## src/rtl/pz_pkg.sv

```systemverilog
// pz_pkg: shared state encoding, sizes and LED constants for the PunchZombi round controller
package pz_pkg;
    localparam int HOLE_W    = 2;
    localparam int NUM_HOLES = 3;
    localparam int LED_W     = 4;

    typedef enum logic [2:0] {
        S_IDLE,
        S_REQ,
        S_WAIT,
        S_LATCH,
        S_SHOW,
        S_GAP,
        S_OVER
    } state_t;

    localparam logic [LED_W-1:0] LED_OFF  = 4'b0000;
    localparam logic [LED_W-1:0] LED_OVER = 4'b0001;

    function automatic logic [LED_W-1:0] hole_led(input logic [HOLE_W-1:0] h);
        return LED_W'(1) << h;
    endfunction
endpackage

```

## src/rtl/pz_edge_det.sv

```systemverilog
// pz_edge_det: registered-history rising-edge detector, one bit per lane
module pz_edge_det #(
    parameter int W = 1
) (
    input  logic         clk,
    input  logic         rst_n,
    input  logic [W-1:0] din,
    output logic [W-1:0] rise
);
    logic [W-1:0] din_q;

    always_ff @(posedge clk or negedge rst_n) begin
        if (!rst_n) din_q <= '0;
        else        din_q <= din;
    end

    assign rise = din & ~din_q;
endmodule

```

## src/rtl/zombie_round_ctrl.sv

```systemverilog
// zombie_round_ctrl: requests a random hole, lights it, times the punch and scores hits/misses
module zombie_round_ctrl
    import pz_pkg::*;
#(
    parameter int SHOW_CYCLES = 50_000_000,
    parameter int GAP_CYCLES  = 12_500_000,
    parameter int START_LIVES = 3,
    parameter int SCORE_W     = 8
) (
    input  logic                 clk,
    input  logic                 rst_n,
    input  logic                 start,
    input  logic [NUM_HOLES-1:0] btn,
    input  logic [HOLE_W-1:0]    rand_num,
    output logic                 generate_random,
    output logic [LED_W-1:0]     led,
    output logic [SCORE_W-1:0]   score,
    output logic [1:0]           lives,
    output logic                 hit_pulse,
    output logic                 miss_pulse,
    output logic                 game_over
);
    localparam int TMAX = (SHOW_CYCLES > GAP_CYCLES) ? SHOW_CYCLES : GAP_CYCLES;
    localparam int TW   = $clog2(TMAX);
    localparam logic [TW-1:0] SHOW_LOAD = TW'(SHOW_CYCLES - 1);
    localparam logic [TW-1:0] GAP_LOAD  = TW'(GAP_CYCLES - 1);

    state_t               state_q, state_d;
    logic [TW-1:0]        timer_q, timer_d;
    logic [HOLE_W-1:0]    hole_q, hole_d;
    logic [SCORE_W-1:0]   score_q, score_d;
    logic [1:0]           lives_q, lives_d;
    logic                 hit_q, hit_d, miss_q, miss_d;
    logic [NUM_HOLES-1:0] press, hole_btn;
    logic                 start_rise, wrong, hit, miss;

    pz_edge_det #(.W(NUM_HOLES)) u_btn_edge (.clk(clk), .rst_n(rst_n), .din(btn), .rise(press));
    pz_edge_det #(.W(1)) u_start_edge (.clk(clk), .rst_n(rst_n), .din(start), .rise(start_rise));

    // A stray press on any other hole is a miss even if the right hole is punched too
    assign hole_btn = NUM_HOLES'(1) << (hole_q - HOLE_W'(1));
    assign wrong    = |(press & ~hole_btn);
    assign hit      = !wrong && |(press & hole_btn);
    assign miss     = wrong || (!hit && timer_q == '0);

    always_comb begin
        state_d = state_q;
        timer_d = timer_q;
        hole_d  = hole_q;
        score_d = score_q;
        lives_d = lives_q;
        hit_d   = 1'b0;
        miss_d  = 1'b0;
        case (state_q)
            S_IDLE, S_OVER: begin
                if (start_rise) begin
                    score_d = '0;
                    lives_d = 2'(START_LIVES);
                    state_d = S_REQ;
                end
            end
            S_REQ:  state_d = S_WAIT;
            S_WAIT: state_d = S_LATCH;
            S_LATCH: begin
                if (rand_num == '0) begin
                    state_d = S_REQ;
                end else begin
                    hole_d  = rand_num;
                    timer_d = SHOW_LOAD;
                    state_d = S_SHOW;
                end
            end
            S_SHOW: begin
                timer_d = timer_q - 1'b1;
                if (hit) begin
                    hit_d   = 1'b1;
                    score_d = &score_q ? score_q : score_q + 1'b1;
                    timer_d = GAP_LOAD;
                    state_d = S_GAP;
                end else if (miss) begin
                    miss_d  = 1'b1;
                    lives_d = lives_q - 2'd1;
                    timer_d = GAP_LOAD;
                    state_d = (lives_q == 2'd1) ? S_OVER : S_GAP;
                end
            end
            S_GAP: begin
                timer_d = timer_q - 1'b1;
                if (timer_q == '0) state_d = S_REQ;
            end
            default: state_d = S_IDLE;
        endcase
    end

    always_ff @(posedge clk or negedge rst_n) begin
        if (!rst_n) begin
            state_q <= S_IDLE;
            timer_q <= '0;
            hole_q  <= '0;
            score_q <= '0;
            lives_q <= '0;
            hit_q   <= 1'b0;
            miss_q  <= 1'b0;
        end else begin
            state_q <= state_d;
            timer_q <= timer_d;
            hole_q  <= hole_d;
            score_q <= score_d;
            lives_q <= lives_d;
            hit_q   <= hit_d;
            miss_q  <= miss_d;
        end
    end

    assign generate_random = (state_q == S_REQ);
    assign game_over       = (state_q == S_OVER);
    assign led             = (state_q == S_SHOW) ? hole_led(hole_q) :
                             (state_q == S_OVER) ? LED_OVER : LED_OFF;
    assign score           = score_q;
    assign lives           = lives_q;
    assign hit_pulse       = hit_q;
    assign miss_pulse      = miss_q;
endmodule

```

## config.mk

```make
export PLATFORM = sky130hd
export DESIGN_NAME = zombie_round_ctrl
export DESIGN_NICKNAME = d
export VERILOG_FILES = /design/src/rtl/pz_pkg.sv /design/src/rtl/pz_edge_det.sv /design/src/rtl/zombie_round_ctrl.sv
export SDC_FILE = /design/constraint.sdc
export NUM_CORES = 1
export LEC_CHECK = 0
export CORE_MARGIN = 8
export CORE_UTILIZATION = 61
export DETAILED_ROUTE_END_ITERATION = 8
export GPL_ROUTABILITY_DRIVEN = 0
export PLACE_DENSITY = 0.87
export REMOVE_ABC_BUFFERS = 1
export SETUP_SLACK_MARGIN = 0.5
export SLEW_MARGIN = 20
export SYNTH_ARGS = -nofsm -noshare
export SYNTH_HDL_FRONTEND = slang
export SYNTH_HIERARCHICAL = 1
export SYNTH_SLANG_ARGS = --single-unit
```

## constraint.sdc

```tcl
create_clock -name clk -period 5.2 [get_ports clk]
set_clock_uncertainty 0.1 [all_clocks]
set_input_delay 0.78 -clock clk [delete_from_list [all_inputs] [get_ports clk]]
set_output_delay 0.78 -clock clk [all_outputs]
set_load 0.05 [all_outputs]
```

==> metrics.txt, run 1 <==
hold_buf cts=0; Vias=approximately 2,100; Post-synth ARST share=1.00; cts bufs inserted=5; synthesized flop and latch total=47; Synth Area per Inst=9.66 sq um; drt via density=5.96; r2r worst-path depth=6; postcts setup bufs=0; Ys Warns=6; drt first pass iters=4; initial antenna violation count=0; die area=~6700 sq um; Routed WL=5650 um; final setup vio count=0; DRT antenna net count=0; final setup TNS=0 ps; FF-to-FF End=score[7]; setup ws final=1760 ps; Pleak=1.15 nW; DIE WIDTH=81.6 um; Final period util=0.661; GR Layer Usage met2=0.293; CP max-delay cell=clkdlybuf4s50_1; Ant. Diodes=0; pre-CTS WS=2110 ps; Mapped Area=2630 sq um; most frequent cells in the layout=47 x dfrtp_1, 36 x nand2_1, 26 x nor2_1; RSZ-0062 raised after global routing=no; VDD IR max=170 uV; Core Region=around 4300 sq um; pin count of the biggest net entering global routing=48; Top FF cell, synth=dfrtp_1; status=complete, no violations; sequential area share after synthesis=0.447; Die Height=81.6 um; WP buf/inv=1; Final Net Count=306; critical path class=reg2out; Core Util, Final=0.704; Crit Path Max Fanout=14; clk_lat worst skew=310 ps; crit-path leading delay family=simple AND/OR/NAND/NOR gates; Post-synth EDFFs=0; met3 Use GR=0.0427; port bufs=25; initial core utilization=0.616; Boundary Pins=26; post-DR wirelength/cell=roughly 16 um; worst slew pin tran=720 ps; Total GRT Usage=0.183; Setup crit end kind=primary output; CTS resizes=0; largest family of logic cells by synthesized area=simple AND/OR/NAND/NOR gates; mux cell area share after synthesis=0.0119; XOR/XNOR share of the synthesized area=0.0700; layout cells sized above 1=0.105; commonest non-fill, non-tap cell in the layout=dfrtp_1; H-tree levels=2; area grow syn2layout=14.2%; Gate Count Post-Synth=272; FF-to-FF setup slack=2640 ps; Clock Path Buffers=2; post-synthesis compound-gate area fraction=0.121; adder-cell share of the synthesized area=0.0190; minimum clock period=3440 ps; crit start category=register; Detail Placement HPWL=approximately 4100 um; first-pass GRT wire length=9630 um; Netlist cell types=65; Num Clock Sinks=47; CP arrival=2560 ps; GRT busiest layer=met2; Remaining Overflow, GRT=0; Required @ worst endpoint=4320 ps; vias in the first global route=2,086; FF-to-FF Start=state_q[2]; pwr dens=223 nW/um^2; Slew Limit Fails=0; Slew HR=0.519; final hold violations=0; CTS Root Cell=clkbuf_8; CP max stage delay=830 ps; sequence of cells on the critical path=or3b_2 > nor3b_1 > clkdlybuf4s50_1; Worst Hold Class=in2async; CTS tree=yes; # DRC=0; Max Cap Viol=0; Clock transition at path regs=90 ps; Post-Synth Simple-Gate Area=0.303; met1 Track Usage GR=0.239; Row Count=24; initial DRC count=160; Peak Freq=291 MHz
==> cells by family after synthesis <==
kind of cell,after synthesis
multiplexers,3
buffers and inverters,14
XOR/XNOR,21
adder cells (fa/ha/maj),4
AO/OA/AOI/OAI,45
AND/OR/NAND/NOR,138
flip-flops,47
==> sequential cells by signal (all words and copies together), names as in the netlist <==
| name | cells |
|---|---|
| u_btn_edge/din_q | 3 |
| u_start_edge/din_q | 1 |
| hit_pulse | 1 |
| hole_q | 2 |
| score | 8 |
| miss_pulse | 1 |
| state_q | 3 |
| lives | 2 |
| timer_q | 26 |
==> power breakdown <==
part	internal (mW)	total, mW	switching, mW
registers	0.367	0.368	0.00131
clock network	0.156	0.279	0.123
logic	0.00917	0.0222	0.0130
total	0.531	0.669	0.138
==> cells in the mapped netlist, drive strengths merged, types with 2 or more instances <==
master  instances  area (sq um)
a211oi          2          15.0
a21o            3          23.8
a21oi           9          56.3
and3            4          25.0
and3b           3          26.3
buf             6          38.8
clkbuf          4          18.8
dfrtp          47          1180
ha              4          50.1
inv             4          15.0
mux2i           2          20.0
nand2          36           135
nand2b          4          27.5
nand3           9          45.0
nand3b          2          15.0
nand4           2          12.5
nor2           28           110
nor2b           9          86.3
nor3           13          75.1
nor3b           4          30.0
nor4            8          65.1
nor4b           3          32.5
o211ai          2          15.0
o21ai          10          50.1
o21bai          2          15.0
o31a            2          17.5
or2             2          12.5
or3             4          36.3
or4             2          15.0
xnor2          11          96.3
xor2           10          87.6
==> area by class of cell <==
type,count,area (sq um)
well taps,52,65.1
repair buffers,25,248
flip-flops and latches,47,1180
inverters,4,15.0
clock inverters,2,35.0
fillers,339,1260
multi-input cells,211,1380
clock buffers,6,82.6
==> worst max path at each step <==
stage / cells after the start / to / from
floorplan: 2 / led[2] / state_q[0]
global placement: 3 / led[2] / state_q[0]
detailed placement: 3 / led[2] / state_q[0]
CTS: 3 / led[2] / state_q[0]
global route: 3 / led[2] / state_q[0]
finish: 3 / led[2] / state_q[0]
==> worst register-to-register path: cells and delay by family (launching register included) <==
kind,cells,cell delay [ps]
simple gates,4,1540
compound gates,2,330
flops,1,510
==> metrics by stage <==
step	instance area, sq um	total power [mW]	hold slack, ps	instances
CTS	3000	0.676	402	347
detailed placement	2880	0.398	386	339
global placement	2880	0.397	386	339
global route	3000	0.696	416	347
finish	3000	0.669	364	347
floorplan	2570	0.384	352	262
==> layer usage <==
metal | vias to the layer above | share of wire
met2 | 54 | 0.47
met5 | - | 0
met4 | 0 | 0.015
li1 | 1004 | -
met3 | 11 | 0.053
met1 | 999 | 0.46
Power figures use the tool's default switching activity.
==> inputs of run 2 (changes only) <==
CORE_UTILIZATION = 57   (was 61)
PLACE_DENSITY = 0.82   (was 0.87)
clock period = 3.55 ns   (was 5.2 ns; I/O delays follow)
==> run 2 against run 1 <==
Net effect:
- sequential power increased by 46%
- clock power increased by 23%
- global-route usage decreased by 2.4 points
- critical path depth unchanged
- sequential share of layout area increased by 0.16 points
- core utilization decreased by 2.7 points
- die area increased by 5.6%
- routed wire length decreased by 1.4%
- critical endpoint unchanged
==> metrics.txt, run 2 (synthesized netlist as in run 1, its figures left out) <==
Vias=2,090 (+1.1%); critical path class=reg2out; Remaining Overflow, GRT=0 (unchanged); Boundary Pins=26 (unchanged); minimum clock period=2930 ps; crit start category=register; area grow syn2layout=13.7%; Slew HR=0.567 (+0.0483); Clock Path Buffers=2 (unchanged); Row Count=24 (unchanged); first-pass GRT wire length=9380 um (-2.6%); crit-path leading delay family=simple AND/OR/NAND/NOR gates; RSZ-0062 raised after global routing=no; FF-to-FF End=timer_q[4]; H-tree levels=2 (unchanged); CTS tree=yes; Die Height=83.9 um (+2.8%); Slew Limit Fails=0 (unchanged); Required @ worst endpoint=2920 ps (-1400 ps); Num Clock Sinks=47 (unchanged); CP max-delay cell=or3b_2; fillers=340 (+0.29%); drt first pass iters=4 (unchanged); Routed WL=5570 um (-1.4%); sequence of cells on the critical path=or3b_2 > nor3b_1 > dlygate4sd2_1; initial core utilization=0.596 (-0.0210); Max Cap Viol=0 (unchanged); final setup TNS=0 ps (unchanged); Core Util, Final=0.677 (-0.0268); Worst Hold Class=in2async; vias in the first global route=1,917 (-8.1%); port bufs=25 (unchanged); initial antenna violation count=0 (unchanged); worst slew pin tran=644 ps (-75.9 ps); post-DR wirelength/cell=16.0 um (-1.7%); FF-to-FF setup slack=1200 ps (-1440 ps); Largest register FFs=26 (unchanged); drt via density=6.01 (+0.77%); commonest non-fill, non-tap cell in the layout=dfrtp_1; WP buf/inv=1 (unchanged); status=complete, no violations; Core Region=4410 sq um (+3.5%); final setup vio count=0 (unchanged); die area=7040 sq um (+5.6%); pwr dens=306 nW/um^2 (+37%); Biggest register=timer_q; CP arrival=2300 ps (-260 ps); most frequent cells in the layout=47 x dfrtp_1, 36 x nand2_1, 26 x nor2_1; initial DRC count=149 (-6.9%); pin count of the biggest net entering global routing=48 (unchanged); VDD IR max=251 uV (+48%); Final Net Count=307 (+0.33%); layout cells sized above 1=0.108 (+0.00302); placed cells=340 (+0.29%); final hold violations=0 (unchanged); FF-to-FF Start=state_q[2]; DIE WIDTH=83.9 um (+2.8%); Clock transition at path regs=90 ps (about the same); clk_lat worst skew=300 ps (about the same); final std cells w/o fill=348 (+0.29%); # DRC=0 (unchanged); Peak Freq=341 MHz; Final period util=0.826; cts bufs inserted=5 (unchanged); Ant. Diodes=0 (unchanged); Detail Placement HPWL=4050 um (-0.91%); DRT antenna net count=0 (unchanged); postcts setup bufs=0 (unchanged); CTS Root Cell=clkbuf_8; Setup crit end kind=primary output; Total GRT Usage=0.159 (-0.0241); r2r worst-path depth=7 (+1); Pleak=1.15 nW (-0.41%); CP max stage delay=660 ps (-170 ps); Crit Path Max Fanout=14 (unchanged)
run 2: cell types whose count changed in the layout (fill, tap and decap cells not counted), sizes merged:
cell,change
buf,+1
bufinv,-1
clkdlybuf4s50,-1
clkinvlp,+1
dlygate4sd2,+1
run 2: per-stage QoR:
stage | setup WS, ps | instance area [sq um] | hold slack, ps | power (mW)
final | 617 | 2990 | 120 | 0.914
after global routing | 534 | 2990 | 176 | 0.944
after CTS | 631 | 2990 | 340 | 0.922
after detailed placement | 691 | 2890 | 393 | 0.583
after global placement | 725 | 2890 | 384 | 0.582
after floorplan | 642 | 2570 | 137 | 0.562
run 2: where the power goes:
part           internal, mW  switching (mW)
Clock                 0.159           0.184
Combinational        0.0134          0.0191
Sequential            0.537         0.00194
Total                 0.710           0.205
run 2: cell type report:
class	count	area, sq um	area share
clock buffer	6	82.6	0.0276
clock inverter	2	16.3	0.00544
inverter	4	15.0	0.00502
multi-input combinational	211	1380	0.462
sequential	47	1180	0.393
tap	52	65.1	0.0218
timing repair buffer	26	254	0.0850
run 2: how the worst max path moves through the flow:
stage	from	to	slack [ps]	cells after the start
floorplan	state_q[0]	led[2]	640	2
global placement	state_q[0]	led[2]	720	3
detailed placement	state_q[0]	led[2]	690	3
CTS	state_q[0]	led[2]	630	3
global route	state_q[0]	led[2]	530	3
finish	state_q[0]	led[2]	620	3
run 2: metal layers:
layer  vias to the layer above  global-route usage  wire length [um]
met5                         -                   0                 0
met4                         0              0.0659                78
met3                         7              0.0371               288
met2                        55               0.234              2510
li1                       1017                   -                 -
met1                      1011               0.218              2690
run 2: what timing repair did:
action,in CTS,in global routing
gates resized for setup,1,0
endpoints found under the setup margin,1,0
hold buffers,0,0
==> RTL change 1, RTL diff (flow settings as in run 2) <==
Register the inputs `start`, `btn` and `rand_num` before use, with the module's reset. The logic sees them one clock later.
--- a/src/rtl/zombie_round_ctrl.sv
+++ b/src/rtl/zombie_round_ctrl.sv
@@ -27,2 +27,18 @@
 
+    logic start_q;
+    logic [NUM_HOLES-1:0] btn_q;
+    logic [HOLE_W-1:0] rand_num_q;
+
+    always_ff @(posedge clk or negedge rst_n) begin
+        if (!rst_n) begin
+            start_q    <= '0;
+            btn_q      <= '0;
+            rand_num_q <= '0;
+        end else begin
+            start_q    <= start;
+            btn_q      <= btn;
+            rand_num_q <= rand_num;
+        end
+    end
+
     state_t               state_q, state_d;
@@ -36,4 +52,4 @@
 
-    pz_edge_det #(.W(NUM_HOLES)) u_btn_edge (.clk(clk), .rst_n(rst_n), .din(btn), .rise(press));
-    pz_edge_det #(.W(1)) u_start_edge (.clk(clk), .rst_n(rst_n), .din(start), .rise(start_rise));
+    pz_edge_det #(.W(NUM_HOLES)) u_btn_edge (.clk(clk), .rst_n(rst_n), .din(btn_q), .rise(press));
+    pz_edge_det #(.W(1)) u_start_edge (.clk(clk), .rst_n(rst_n), .din(start_q), .rise(start_rise));
 
@@ -64,6 +80,6 @@
             S_LATCH: begin
-                if (rand_num == '0) begin
+                if (rand_num_q == '0) begin
                     state_d = S_REQ;
                 end else begin
-                    hole_d  = rand_num;
+                    hole_d  = rand_num_q;
                     timer_d = SHOW_LOAD;
Check against the original RTL: not equivalent (Yosys sat finds a counterexample within 4 cycles, from zero or initial values and one cycle with rst_n low).
==> RTL change 1 against run 2 <==
  * Final area grew 13%
  * First-iteration DRC count fell by 3.4%
  * Routed wire length grew 26%
  * Die area rose by 8.8%
  * Worst setup slack gained 0.056 ns
  * Area after synthesis is 11% higher
  * Sequential cell count is 6 higher
  * Critical path type unchanged
  * Largest cell class unchanged
Power is not compared: it rests on default switching activity, and its combinational part moved more than twofold at a synthesized area within 25%.
==> RTL change 1: results (changes against run 2) <==
[sta]
fmax_ghz=0.348  ; +2.0%
hold_ws_ns=0.245  ; +0.125 ns
tightestPinTransition_ns=0.935  ; +0.291 ns

[cells_and_area]
postLayoutCellArea_sq_um=3380  ; +13%
layout-drive-gt1-share_pct=10.8  ; -0.032 points
fill_cells=411  ; +21%
buffers=30  ; +15%
fin_nets=345  ; +12%
comb.multi_input.count=232  ; +10%
clock_area_share_pct=3.30  ; -0.0093 points
nonClkBufAreaFrac_pct=8.97  ; +0.47 points
n_all_inverters=11  ; +7

[critical_path]
rr_startpoint=timer_q[12]
rrSetupSlack_ns=1.07  ; -0.13 ns
worst_ep_arrival_time_ns=2.24  ; -0.06 ns
critical_path.top_delay_family=buffers and inverters
r2r-end=timer_q[3]
ff2ff_path_depth=5  ; -2
crit_path_top_delay_cell=clkdlybuf4s50_1

[status]
outcome=completed

[grt]
grt_use_total_pct=19.4  ; +3.5 points
grt_first_pass_wirelength_um=11800  ; +25%
grt_pass1_vias=2384  ; +24%
grt_max_degree=43  ; -10%

[synthesis]
syn_area_per_cell_sq_um=9.50  ; -1.7%
yosysSeqAreaShare_pct=45.5  ; +0.73 points

[route]
viasPerCell=6.34  ; +5.6%

[placement]
postPlaceCellArea_sq_um=3270  ; +13%
place.detailed.hpwl_um=4940  ; +22%

[RTL change 1: changes by cell type in the layout (fill, tap and decap cells not counted), moves of 5 or more]
cell | run 2 | this run
a21oi_1 | 8 | 17
dfrtp_1 | 47 | 53
inv_1 | 4 | 11
nand2_1 | 36 | 30
nor2_1 | 26 | 21
o31ai_1 | 1 | 11
or4_1 | 2 | 12
xnor2_1 | 11 | 0
xor2_1 | 10 | 4
[RTL change 1: cells by family after synthesis]
kind of cell / Yosys count / share of synthesized area (%)
compound gates: 82 / 20.4
xor+xnor: 4 / 1.20
fa+ha+maj: 4 / 1.72
buf+inv: 22 / 2.83
flops: 53 / 45.5
mux: 1 / 0.343
simple gates: 141 / 28.1
[RTL change 1: per-layer routing]
layer	track usage, %	routed length (um)	vias up
met5	0	0	-
met4	7.97	112	0
met3	3.10	525	12
met2	31.8	3380	119
met1	24.9	2980	1217
li1	-	-	1213
==> RTL change 2, RTL diff (flow settings as in run 2) <==
Without the edit above. `SHOW_CYCLES`: 50_000_000 -> 200_000_000.
--- a/src/rtl/zombie_round_ctrl.sv
+++ b/src/rtl/zombie_round_ctrl.sv
@@ -4,3 +4,3 @@
 #(
-    parameter int SHOW_CYCLES = 50_000_000,
+    parameter int SHOW_CYCLES = 200_000_000,
     parameter int GAP_CYCLES  = 12_500_000,
Formal check against the unedited RTL: no difference found for any inputs over 10 cycles, from zero or initial values and one cycle with rst_n low; that may be too few to reach the edited logic, so the function may still have changed.
==> RTL change 2 against run 2 <==
  * Register-to-register slack worse by 0.18 ns
  * Synthesized cell count is 14% higher
  * Worst setup slack better by 0.015 ns
  * Routed wire length is 20% higher
  * Global-route usage is 2.6 points higher
  * Area after synthesis is 7.1% higher
  * First-iteration DRC count is 63% higher
  * Final area is 9.4% higher
  * Sequential cell count is 2 higher
  * Critical endpoint unchanged
  * Largest cell class unchanged
Power is not compared: it rests on default switching activity, and its combinational part moved more than twofold at a synthesized area within 25%.
==> RTL change 2: results (changes against run 2) <==
[synthesis]
yosysSeqAreaShare_pct=43.5  ; -1.2 points
synth_warnings=6  ; unchanged
syn_area_per_cell_sq_um=9.09  ; -6.0%
synthArstFlopShare_pct=100  ; unchanged
ys_types=60  ; -7.7%
synth.area.top_cells=dfrtp_1 (44%), o21ai_0 (4.8%), nand2_1 (4.7%)
yosys-top-cells-count=dfrtp_1 (49), nand2_1 (35), o21ai_0 (27)

[sta]
tightestPinTransition_ns=0.632  ; -0.0120 ns
hold_ws_ns=0.127  ; +0.00758 ns

[grt]
grt_use_total_pct=18.5  ; +2.6 points
antenna_found_initial=0  ; unchanged
grt_max_degree=50  ; +4.2%
grt_first_pass_wirelength_um=11200  ; +19%
grt_pass1_vias=2400  ; +25%

[route]
drt_pass1_iterations=4  ; unchanged
drt_iter0_markers=243  ; +63%
drc_errors=0  ; unchanged
via_count=2522  ; +21%
wl_per_cell_um=16.5  ; +2.9%
drtAntennaViolNets=0  ; unchanged

[critical_path]
critical_path.top_delay_family=buffers and inverters
rrSetupSlack_ns=1.02  ; -0.18 ns
cp_slowest_stage_delay_ns=0.84  ; +0.18 ns
crit_fanout=15  ; +1
crit_path_top_delay_cell=clkdlybuf4s50_1
worst_ep_arrival_time_ns=2.29

[hold_path]
hp-class=in -> async

[placement]
place.detailed.hpwl_um=4710  ; +16%
placed_cells=399  ; +17%
postPlaceCellArea_sq_um=3150  ; +9.1%

[clocking]
cts_resized=0  ; -1
path_clk_slew_ns=0.10
cts_made_buffers=5  ; unchanged
cts_setup_buffers=0  ; unchanged
clk_latency_ns=0.31
clk_path_buf_depth=2  ; unchanged

[cells_and_area]
final_cells=407  ; +17%
fin_nets=350  ; +14%
largest_reg_flops=28  ; +7.7%
layout-drive-gt1-share_pct=11.2  ; +0.37 points

[pwr]
power.leakage_nw=1.32

[status]
outcome=completed

RTL change 2: worst reg2reg max path, stage by stage (launching register included):
cell and delay, ns:
dfrtp_1 0.41, inv_1 0.07, ha_1 0.17, nor4b_1 0.31, buf_4 0.20, and4_1 0.28, a31o_4 0.24, nor2_1 0.09
nor2_1 0.39, o22ai_1 0.16
RTL change 2: area by class of cell:
cell class | count | area [sq um]
multi-input combinational | 244 | 1520
inverter | 7 | 26.3
clock inverter | 1 | 30.0
sequential | 49 | 1230
tap | 67 | 83.8
timing repair buffer | 32 | 300
clock buffer | 7 | 86.3
fill | 398 | 1490
RTL change 2: where the power goes:
group	switching, mW	internal (mW)
combinational	0.671	0.418
sequential	0.247	0.735
clock	0.190	0.230
RTL change 2: final timing paths:
check                      startpoint         end  cells past startpoint
max                        state_q[0]      led[2]                      3
min                             rst_n   hole_q[0]                      1
max reg2reg                timer_q[0]  timer_q[5]                      9
min reg2reg                timer_q[0]  timer_q[0]                      1
max in group asynchronous       rst_n    score[1]                      1
min in group clk           timer_q[0]  timer_q[0]                      1
RTL change 2: stage by stage:
stage          setup slack, ns  power (mW)  util [%]
2_1_floorplan            0.672        1.69         -
3_3_place_gp             0.584        2.03      66.3
3_5_place_dp             0.514        2.06      66.3
4_1_cts                  0.633        2.49      68.7
5_1_grt                  0.517        2.66      68.8
6_report                 0.632        2.49      68.8
RTL change 2: logic make-up (layout without fill, tap and decap cells):
family	count (synthesis)	after routing	share of synthesized area (%)
xor+xnor	3	3	0.933
simple gates	146	146	29.7
buf+inv	17	47	2.62
mux	5	5	1.91
compound gates	87	87	20.0
flops	49	49	43.5
fa+ha+maj	3	3	1.33
RTL change 2: per-layer routing:
metal	track usage, %	wire (um)	part of all wire [%]	vias up
li1	-	-	-	1211
met1	23.9	3030	45	1227
met2	30.4	3210	48	75
met3	3.12	372	5.6	9
met4	6.89	82	1.2	0
met5	0	0	0	-
